### config.mk
export PLATFORM = sky130hd
export DESIGN_NAME = pipe_stage_buf
export DESIGN_NICKNAME = d
export VERILOG_FILES = /design/src/rtl/pipe_stage_buf.sv
export SDC_FILE = /design/constraint.sdc
export NUM_CORES = 1
export LEC_CHECK = 0
export ABC_AREA = 1
export CORE_ASPECT_RATIO = 1.4
export CORE_MARGIN = 3
export CORE_UTILIZATION = 55
export DETAILED_ROUTE_END_ITERATION = 7
export PLACE_DENSITY = 0.89
export REMOVE_ABC_BUFFERS = 1
export SLEW_MARGIN = 20
export SYNTH_ARGS = -nofsm -noshare
export SYNTH_HDL_FRONTEND = slang
export SYNTH_SLANG_ARGS = --single-unit
### constraint.sdc
create_clock -name clk -period 4.95 [get_ports clk]
set_input_delay 0.7425 -clock clk [delete_from_list [all_inputs] [get_ports clk]]
set_output_delay 0.7425 -clock clk [all_outputs]
set_load 0.03 [all_outputs]
### src/rtl/pipe_stage_buf.sv
// pipe_stage_buf -- registered valid/ready pipeline stage with a 2-entry skid buffer.
//
// Carries one opaque payload from one pipeline stage to the next. Both in_ready
// and out_valid are decoded from single state flops, so no combinational ready
// path crosses the stage. When nothing valid is held, out_data shows BUBBLE_VAL.
//
// Optional build macro: PIPE_STAGE_BUF_PERF_CNT_EN
//   defined   -> stall_cnt / bubble_cnt are saturating performance counters
//   undefined -> both counter ports are tied to 0 and no counter flops exist
//
// Ports:
//   clk        rising-edge clock
//   rst        asynchronous reset, active-high
//   flush      synchronous kill of all held entries
//   in_valid   upstream has a payload this cycle
//   in_ready   buffer can accept (registered)
//   in_data    upstream payload
//   out_valid  out_data is a valid instruction
//   out_ready  downstream accepts this cycle
//   out_data   payload to next stage, BUBBLE_VAL when out_valid=0
//   stall_cnt  cycles with out_valid=1 and out_ready=0
//   bubble_cnt cycles with out_valid=0 and out_ready=1
//
// state | meaning
// ------+-------------------------------------------
// EMPTY | main and skid invalid, main = BUBBLE_VAL
// ONE   | main valid, skid invalid
// TWO   | main and skid valid, input blocked

module pipe_stage_buf #(
    parameter int                DATA_W     = 32,
    parameter logic [DATA_W-1:0] BUBBLE_VAL = '0,
    parameter int                CNT_W      = 16
) (
    input  logic              clk,
    input  logic              rst,
    input  logic              flush,
    input  logic              in_valid,
    output logic              in_ready,
    input  logic [DATA_W-1:0] in_data,
    output logic              out_valid,
    input  logic              out_ready,
    output logic [DATA_W-1:0] out_data,
    output logic [CNT_W-1:0]  stall_cnt,
    output logic [CNT_W-1:0]  bubble_cnt
);

    // Encoding chosen so out_valid = state[0] and in_ready = ~state[1]:
    // each handshake output is a single flop, not a decode.
    typedef enum logic [1:0] {
        EMPTY = 2'b00,
        ONE   = 2'b01,
        TWO   = 2'b11
    } state_t;

    state_t            state_q;
    state_t            state_d;
    logic [DATA_W-1:0] main_q;
    logic [DATA_W-1:0] skid_q;
    logic              in_fire;
    logic              out_fire;

    assign in_fire  = in_valid & in_ready;
    assign out_fire = out_valid & out_ready;

    // State register
    always_ff @(posedge clk or posedge rst) begin
        if (rst) begin
            state_q <= EMPTY;
        end else begin
            state_q <= state_d;
        end
    end

    // Next-state logic
    always_comb begin
        state_d = state_q;
        if (flush) begin
            state_d = EMPTY;
        end else begin
            case (state_q)
                EMPTY: begin
                    if (in_fire) state_d = ONE;
                end
                ONE: begin
                    if (in_fire && !out_ready) state_d = TWO;
                    else if (!in_fire && out_fire) state_d = EMPTY;
                end
                TWO: begin
                    if (out_fire) state_d = ONE;
                end
                default: state_d = EMPTY;
            endcase
        end
    end

    // Output logic
    always_comb begin
        out_valid = state_q[0];
        in_ready  = ~state_q[1];
        out_data  = main_q;
    end

    // Payload registers. main is forced to BUBBLE_VAL whenever the buffer
    // drains, so out_data needs no mux against out_valid.
    always_ff @(posedge clk or posedge rst) begin
        if (rst) begin
            main_q <= BUBBLE_VAL;
            skid_q <= BUBBLE_VAL;
        end else if (flush) begin
            main_q <= BUBBLE_VAL;
            skid_q <= BUBBLE_VAL;
        end else begin
            case (state_q)
                EMPTY: begin
                    if (in_fire) main_q <= in_data;
                end
                ONE: begin
                    if (in_fire && out_ready) begin
                        main_q <= in_data;
                    end else if (in_fire) begin
                        skid_q <= in_data;
                    end else if (out_fire) begin
                        main_q <= BUBBLE_VAL;
                    end
                end
                TWO: begin
                    // Skid always drains into main before any newer input is
                    // taken, which keeps ordering strictly FIFO.
                    if (out_fire) begin
                        main_q <= skid_q;
                        skid_q <= BUBBLE_VAL;
                    end
                end
                default: begin
                    main_q <= BUBBLE_VAL;
                    skid_q <= BUBBLE_VAL;
                end
            endcase
        end
    end

`ifdef PIPE_STAGE_BUF_PERF_CNT_EN
    localparam logic [CNT_W-1:0] CNT_MAX = '1;

    logic [CNT_W-1:0] stall_q;
    logic [CNT_W-1:0] bubble_q;

    // Counters saturate rather than wrap and survive flush; only rst clears them.
    always_ff @(posedge clk or posedge rst) begin
        if (rst) begin
            stall_q  <= '0;
            bubble_q <= '0;
        end else begin
            if (out_valid && !out_ready && (stall_q != CNT_MAX)) begin
                stall_q <= stall_q + 1'b1;
            end
            if (!out_valid && out_ready && (bubble_q != CNT_MAX)) begin
                bubble_q <= bubble_q + 1'b1;
            end
        end
    end

    assign stall_cnt  = stall_q;
    assign bubble_cnt = bubble_q;
`else
    assign stall_cnt  = '0;
    assign bubble_cnt = '0;
`endif

endmodule

== Word level (Yosys, flattened, before mapping) ==
Cells that the tools add are included.
Widths: inputs -> output; s select.

* Input port bits: 37
* Bits in registers: 66
* Logic and storage cells: 41
* Output and inout port bits: 66

* Bitwise logic cells: 3
* Muxes and demuxes: 16
* Equal/unequal tests: 10
* Reduce and logical (&&, ||, !) cells: 9

{| class="wikitable"
|+ Operators with widths
! operator !! number
|-
| $mux 32 || 8
|-
| $pmux 32 s3 || 2
|-
| $ne 3x3->1 const B || 4
|-
| $ne 4x4->1 const B || 3
|-
| $mux 2 || 5
|-
| $reduce_and 4->1 || 2
|-
| $pmux 2 s3 || 1
|-
| $logic_and 1x1->1 || 3
|-
| $reduce_and 3->1 || 1
|-
| $and 1x1->1 || 2
|-
| $eq 2x1->1 const B || 1
|-
| $eq 2x2->1 const B || 1
|-
| $logic_not 1->1 || 2
|-
| $logic_not 2->1 || 1
|-
| $ne 2x2->1 const B || 1
|-
| $not 1->1 || 1
|}

== Depth between registers and ports, before layout ==
Gate-level depths: netlist of the first run.

* Depth in word-level cells: 8
* Depth in mapped cells: 10
* Gate-level depth less buffers: 9

== Worst setup path before layout of the first run ==
Ideal clock, no wire load.

* Path type: reg-to-reg
* From: register state_q[1]
* To: register main_q[0] (netlist: out_data[0])
* Arrival: 1.648 ns
* Library setup time: 0.064 ns
* Clock period less this slack: 1.712 ns
* Data required time: 4.886 ns
* Cell stages (with the launch flop): 11
* Slack: 3.238 ns
* Path through: dfrtp_1 inv_2 ha_1 buf_4 inv_2 nor2_1 nand3_2 nand2_8 buf_12 nand2_4 nand2_2

* Longest elaborated chain between the ends: 6

{| class="wikitable"
|+ RTL lines
! item !! RTL line !! RTL
|-
| start, declared || 56 || <nowiki>state_t state_q;</nowiki>
|-
| start signal, assigned || 71 || <nowiki>state_q <= state_d;</nowiki>
|-
| $not 1->1 * || 100 || <nowiki>in_ready = ~state_q[1];</nowiki>
|-
| net in_ready || 39 || <nowiki>output logic in_ready,</nowiki>
|-
| $and 1x1->1 * || 63 || <nowiki>assign in_fire = in_valid & in_ready;</nowiki>
|-
| $logic_and 1x1->1 || 119 || <nowiki>if (in_fire && out_ready) begin</nowiki>
|-
| $mux 32 || 119 ||
|-
| $pmux 32 s3 || 114 || <nowiki>case (state_q)</nowiki>
|-
| $mux 32 || 110 || <nowiki>end else if (flush) begin</nowiki>
|-
| end signal, assigned || 116 || <nowiki>if (in_fire) main_q <= in_data;</nowiki>
|-
| end signal, assigned || 120 || <nowiki>main_q <= in_data;</nowiki>
|-
| end signal, assigned || 131 || <nowiki>main_q <= skid_q;</nowiki>
|-
| end, declared || 58 || <nowiki>logic [DATA_W-1:0] main_q;</nowiki>
|}

The timed path passes the listed nets; every way through them passes the cells marked *.
A chain may end at the register's enable or synchronous reset.

== Final worst setup path of the first run ==
* From: input out_ready
* To: register skid_q[3]

* Longest elaborated chain between the ends: 3

{| class="wikitable"
|+ RTL lines
! item !! RTL line !! RTL
|-
| start, declared || 42 || <nowiki>input logic out_ready,</nowiki>
|-
| $and 1x1->1 or $logic_and 1x1->1 (tied branches) || 64, 119 ||
|-
| $ne 3x3->1 (no line) || - ||
|-
| $reduce_and 4->1 (no line) * || - ||
|-
| end signal, assigned || 122 || <nowiki>skid_q <= in_data;</nowiki>
|-
| end, declared || 59 || <nowiki>logic [DATA_W-1:0] skid_q;</nowiki>
|}

Mark *: on every way between the ends. The rest lies on a longest branch, timed or not.

==> impl_metrics.ini, run 1 <==
[worst_setup_path]
cp-start-kind = input pin
crit_buf_inv = 3
cpLargestDelayFamily = buffers and inverters
ff2ff_path_depth = 9
path_cells = clkdlybuf4s50_1, buf_4, nand2_1, nand3_2, nand2_1, inv_2, nand2_4, nand2_1, nand2_1
crit_fanout = 38
cpMostUsedCell = nand2_1
cp-startpoint = out_ready
rr_endpoint = skid_q[3]
slowest_delay_ns = 0.46
r2r_start = state_q[1]
path_class = in2reg
timing.critical_path.to = skid_q[3]
crit_cells = 9
crit_path_top_delay_cell = clkdlybuf4s50_1
end_kind = flip-flop
worstPathRequired_ns = 5.17
critPathArrivalTime_ns = 3.03
rrSetupSlack_ns = 2.46

[grt]
grt_max_degree = 67
grt-ovfl-total = 0
grt_busiest_layer = met2
grt_pass1_vias = 4208
antenna_found_initial = 0
grt_pass1_wl_mm = 18.7
met3_usage_pct = 4.77
use_met1_pct = 26.1
grt.total_usage_pct = 23.5
grtUsageMet2_pct = 41.7

[cts]
numCtsBuffers = 9
cts.sinks = 66
clock_latency_ns = 0.34
cts_root_buf = clkbuf_16
postCtsHoldBufs = 0
post_cts_buffers = 0
cts-htree-levels = 3
cts_resized = 0
cts_tree = built
clk_pin_slew_ns = 0.05
clock_path_buffers = 2

[sta]
finalCriticalPeriod_ns = 2.81
max_freq_mhz = 356
fin_skew_ns = 0.00398
fin_setup_tns_ns = 0
fin_ws_ns = 2.14
tightestPinTransition_ns = 0.834
finalCritPeriodShare_pct = 56.7
setup_viol = 0
slew_viol_final = 0
maxSlewHeadroom_pct = 44.4
finalHoldViolations = 0
grt_setup_unrepaired = false

[synthesis]
synth.avg_cell_area_um2 = 7.04
synth_edf_count = 0
syn_area_mm2 = 0.00472
synthFlopType = dfrtp_1
synth-seq-cells = 66
postSynthCellCount = 671
yosysSeqAreaShare_pct = 35.0
synthDistinctLibCells = 25
ys_async_sr_fraction_pct = 100
ys_warn_count = 0

[floorplanning]
dieHeight_um = 116
start_util_pct = 57.2
die_area_mm2 = 0.00975
num_rows = 39
core-area_mm2 = 0.00825
io-pin-count = 103
die_x_um = 84.3

[drt]
vias_per_cell = 5.19
drt_pass1_iterations = 5
detail_route.wl_per_cell_um = 13.4
dr_total_vias = 4257
routed_wirelength_mm = 11.0
first_iter_violations = 553
drc = 0
ant_nets = 0

[power_and_ir_drop]
p_sw_mw = 1.16
ir_drop_mv = 0.310
internal-power_mw = 1.50
leakagePower_nw = 3.28
switching_share_pct = 43.6
combPwrFrac_pct = 44.9
power_density_mw_per_mm2 = 483
p_seq_share_pct = 30.5
clockPowerShare_pct = 24.7

[placement]
gp_congestion = 0.780
pre_cts_ws_ns = 1.89
io_buffers = 70
hpwl_mm = 6.88

[finish]
final_cell_mix = nand2_1 (240), clkdlybuf4s50_1 (70), nand3_1 (69)
layout_commonest_cell = nand2_1
layout-drive-gt1-share_pct = 14.2
diodes = 0
syn2layout_area_growth_pct = 16.6
num-nets-final = 756
fill_cells = 661

[status]
outcome = finished, final reports clean

[hold_path]
hp-class = reg2reg

[job]
drv_cap = 0
-- cell families after synthesis --
| family | Yosys count | share of synthesized area (%) |
|---|---|---|
| AO/OA/AOI/OAI | 32 | 3.39 |
| adder cells (fa/ha/maj) | 4 | 1.06 |
| buffers and inverters | 148 | 16.9 |
| flip-flops | 66 | 35.0 |
| other | 1 | 0.0794 |
| AND/OR/NAND/NOR | 420 | 43.6 |
-- registers in the layout, summed over array words and instances, names as in the netlist --
| signal | count |
|---|---|
| out_data | 32 |
| skid_q | 32 |
| state_q | 2 |
-- synth_stat cells, types with 2 or more instances --
| cell type | number | area (µm²) |
|---|---|---|
| nor2_4 | 2 | 22.5 |
| nand2_2 | 31 | 194 |
| buf_12 | 3 | 60.1 |
| inv_2 | 5 | 18.8 |
| nand3_2 | 2 | 20.0 |
| ha_1 | 4 | 50.1 |
| a21oi_1 | 32 | 160 |
| inv_4 | 2 | 12.5 |
| dfrtp_1 | 66 | 1650 |
| nor2_1 | 35 | 131 |
| buf_2 | 20 | 100 |
| nand3_1 | 69 | 345 |
| nor2_2 | 2 | 12.5 |
| buf_6 | 2 | 22.5 |
| buf_4 | 39 | 293 |
| inv_1 | 68 | 255 |
| nand2_1 | 241 | 905 |
| clkbuf_1 | 9 | 33.8 |
| nand2_4 | 33 | 372 |
-- metrics by stage --
step | power, mW | hold WS [ns] | area [µm²] | std cells | util [%]
5_1_grt | 2.82 | 0.503 | 5500 | 821 | 66.7
3_5_place_dp | 1.99 | 0.459 | 5190 | 806 | 63.0
6_report | 2.66 | 0.478 | 5500 | 821 | 66.7
4_1_cts | 2.66 | 0.476 | 5500 | 821 | 66.7
3_3_place_gp | 1.95 | 0.455 | 5190 | 806 | 63.0
2_1_floorplan | 1.61 | 0.442 | 4330 | 629 | -
-- tightest hold or removal path, stage by stage, from the launching register on --
cell and delay (ns):
dfrtp_1 0.34, nand2_1 0.05, nand2_1 0.05
-- power by group through the flow --
stage | sequential (mW) | clock (mW) | combinational [mW]
floorplan | 0.967 | 0 | 0.641
CTS | 0.809 | 0.661 | 1.19
global placement | 0.807 | 0 | 1.14
global route | 0.825 | 0.684 | 1.31
finish | 0.809 | 0.655 | 1.19
detailed placement | 0.813 | 0 | 1.18
-- worst min-delay path by stage --
| stage | startpoint | endpoint | depth (start not counted) |
|---|---|---|---|
| 2_1_floorplan | skid_q[0] | skid_q[0] | 2 |
| 3_3_place_gp | skid_q[19] | skid_q[19] | 2 |
| 3_5_place_dp | skid_q[12] | skid_q[12] | 2 |
| 4_1_cts | skid_q[22] | skid_q[22] | 2 |
| 5_1_grt | skid_q[18] | skid_q[18] | 2 |
| 6_report | skid_q[1] | skid_q[1] | 2 |
-- per-layer routing --
layer  wire [µm]  part of all wire, %
met1        4110                   37
met3         729                  6.6
met2        5740                   52
met4         424                  3.9
met5           0                    0
-- final cells by class --
class                           count  area [µm²]  share of cell area, %
Multi-Input combinational cell    488        2390                   43.5
Sequential cell                    66        1650                   30.0
Timing Repair Buffer               75         738                   13.4
Inverter                           75         287                   5.21
Clock buffer                       13         270                   4.91
Tap cell                          102         128                   2.32
Clock inverter                      2        35.0                  0.637
Power figures use the tool's default switching activity.
==> run 2: changes to the inputs <==
Settings changed: CORE_UTILIZATION 55 to 52, PLACE_DENSITY 0.89 to 0.85.
Clock period 4.95 ns to 2.9 ns, I/O delays scaled along.
==> run 2 against run 1 <==
Effect of this change: sequential share of layout area decreased by 0.50 points; via count increased by 2.0%; critical path depth is the same; cell area grew 1.7%; clock power rose by 73%; worst hold slack worse by 0.0075 ns; global-route usage increased by 0.62 points; non-clock buffer count up 11; critical path type is now reg2reg; largest cell class unchanged; highest routed layer unchanged.
==> impl_metrics.ini, run 2 (synthesis results as in run 1) <==
[status]
outcome = finished, final reports clean

[grt]
grt_pass1_vias = 4311
grt_max_degree = 33
grt_pass1_wl_mm = 19.7
antenna_found_initial = 0
grt.total_usage_pct = 24.1
grt-ovfl-total = 0

[cts]
clock_latency_ns = 0.34
cts_resized = 0
cts_tree = built
clock_path_buffers = 2
post_cts_buffers = 0
numCtsBuffers = 9
postCtsHoldBufs = 0
clk_pin_slew_ns = 0.05
cts_root_buf = clkbuf_16
cts-htree-levels = 3
cts.sinks = 66

[power_and_ir_drop]
clockPowerShare_pct = 24.4
p_seq_share_pct = 29.8
p_total_mw = 4.62
power_density_mw_per_mm2 = 826
leakagePower_nw = 3.34
ir_drop_mv = 0.503
combPwrFrac_pct = 45.8
internal-power_mw = 2.60
p_sw_mw = 2.03
switching_share_pct = 43.8

[worst_setup_path]
end_kind = flip-flop
ff2ff_path_depth = 9
timing.critical_path.to = out_data[29]
worstPathRequired_ns = 3.18
r2r_start = state_q[1]
cp-startpoint = state_q[1]
path_class = reg2reg
rrSetupSlack_ns = 0.75
cp-start-kind = flip-flop
rr_endpoint = out_data[29]
crit_fanout = 32
critPathArrivalTime_ns = 2.43

[floorplanning]
io-pin-count = 103
die_area_mm2 = 0.0103
die_x_um = 86.5
num_rows = 40
core-area_mm2 = 0.00871
dieHeight_um = 119
start_util_pct = 54.2

[finish]
syn2layout_area_growth_pct = 18.6
layout_commonest_cell = nand2_1
final_cell_mix = nand2_1 (241), clkdlybuf4s50_1 (70), nand3_1 (69)
diodes = 0
fill_cells = 738
num-nets-final = 767
layout-drive-gt1-share_pct = 15.2

[drt]
route.met3.wl_um = 719
drc = 0
routed_wirelength_mm = 11.9
drt_pass1_iterations = 5
highest_layer = met4
ant_nets = 0
detail_route.wl_per_cell_um = 14.2
wl_met2_mm = 6.23
dr_total_vias = 4343
vias_per_cell = 5.20
drt-met1-wl_mm = 4.57
first_iter_violations = 279

[sta]
tightestPinTransition_ns = 0.636
setup_viol = 0
finalHoldViolations = 0
grt_setup_unrepaired = false
slew_viol_final = 0
fin_skew_ns = 0.00540
maxSlewHeadroom_pct = 57.5
finalCritPeriodShare_pct = 74.2
finalCriticalPeriod_ns = 2.15
fin_setup_tns_ns = 0
max_freq_mhz = 465

[hold_path]
whs_path_depth = 2
hp-class = reg2reg

[placement]
io_buffers = 70
gp_congestion = 0.832
hpwl_mm = 7.86

[job]
drv_cap = 0
## run 2: cell types whose count changed in the layout (fill, tap and decap cells not counted), sizes merged
| cell | previous run | this run |
|---|---|---|
| buf | 5 | 16 |
## run 2: area by class of cell
class	instances	area [µm²]	area share (%)
clock buffers	13	270	4.83
clock inverters	2	35.0	0.626
inverters	75	287	5.12
multi-input cells	488	2390	42.7
flip-flops and latches	66	1650	29.5
well taps	105	131	2.35
repair buffers	86	833	14.9
## run 2: power by group through the flow
stage	sequential, mW	combinational, mW	clock [mW]
2_1_floorplan	1.65	1.09	0
3_3_place_gp	1.38	2.04	0
3_5_place_dp	1.39	2.10	0
4_1_cts	1.38	2.11	1.14
5_1_grt	1.41	2.31	1.19
6_report	1.38	2.12	1.13
## run 2: how the worst min path moves through the flow
stage          startpoint    endpoint  slack (ns)
2_1_floorplan   skid_q[0]   skid_q[0]        0.44
3_3_place_gp    skid_q[4]   skid_q[4]        0.45
3_5_place_dp   skid_q[16]  skid_q[16]        0.46
4_1_cts        skid_q[16]  skid_q[16]        0.47
5_1_grt        skid_q[27]  skid_q[27]        0.49
6_report       skid_q[16]  skid_q[16]        0.47
## run 2: worst max-delay path, stage by stage, from the launching register on
cell     delay (ns)
dfrtp_1        0.47
inv_2          0.16
ha_1           0.19
buf_4          0.27
inv_2          0.06
nor2_1         0.15
nand3_2        0.14
nand2_8        0.44
nand2_1        0.10
nand2_1        0.09
## run 2: stage by stage
step | hold slack (ns) | std cells | area [µm²] | util [%] | setup slack (ns)
after CTS | 0.471 | 835 | 5600 | 64.3 | 0.767
after global routing | 0.489 | 835 | 5600 | 64.3 | 0.592
after floorplan | 0.442 | 629 | 4330 | - | 0.489
after global placement | 0.453 | 820 | 5290 | 60.8 | 0.583
after detailed placement | 0.458 | 820 | 5290 | 60.8 | 0.548
final | 0.470 | 835 | 5600 | 64.3 | 0.748
## run 2: per-layer routing
| layer | GRT usage (%) | vias up |
|---|---|---|
| met5 | 0 | - |
| met1 | 27.7 | 2072 |
| met3 | 4.39 | 36 |
| met4 | 14.5 | 0 |
| met2 | 40.7 | 171 |
| li1 | - | 2064 |
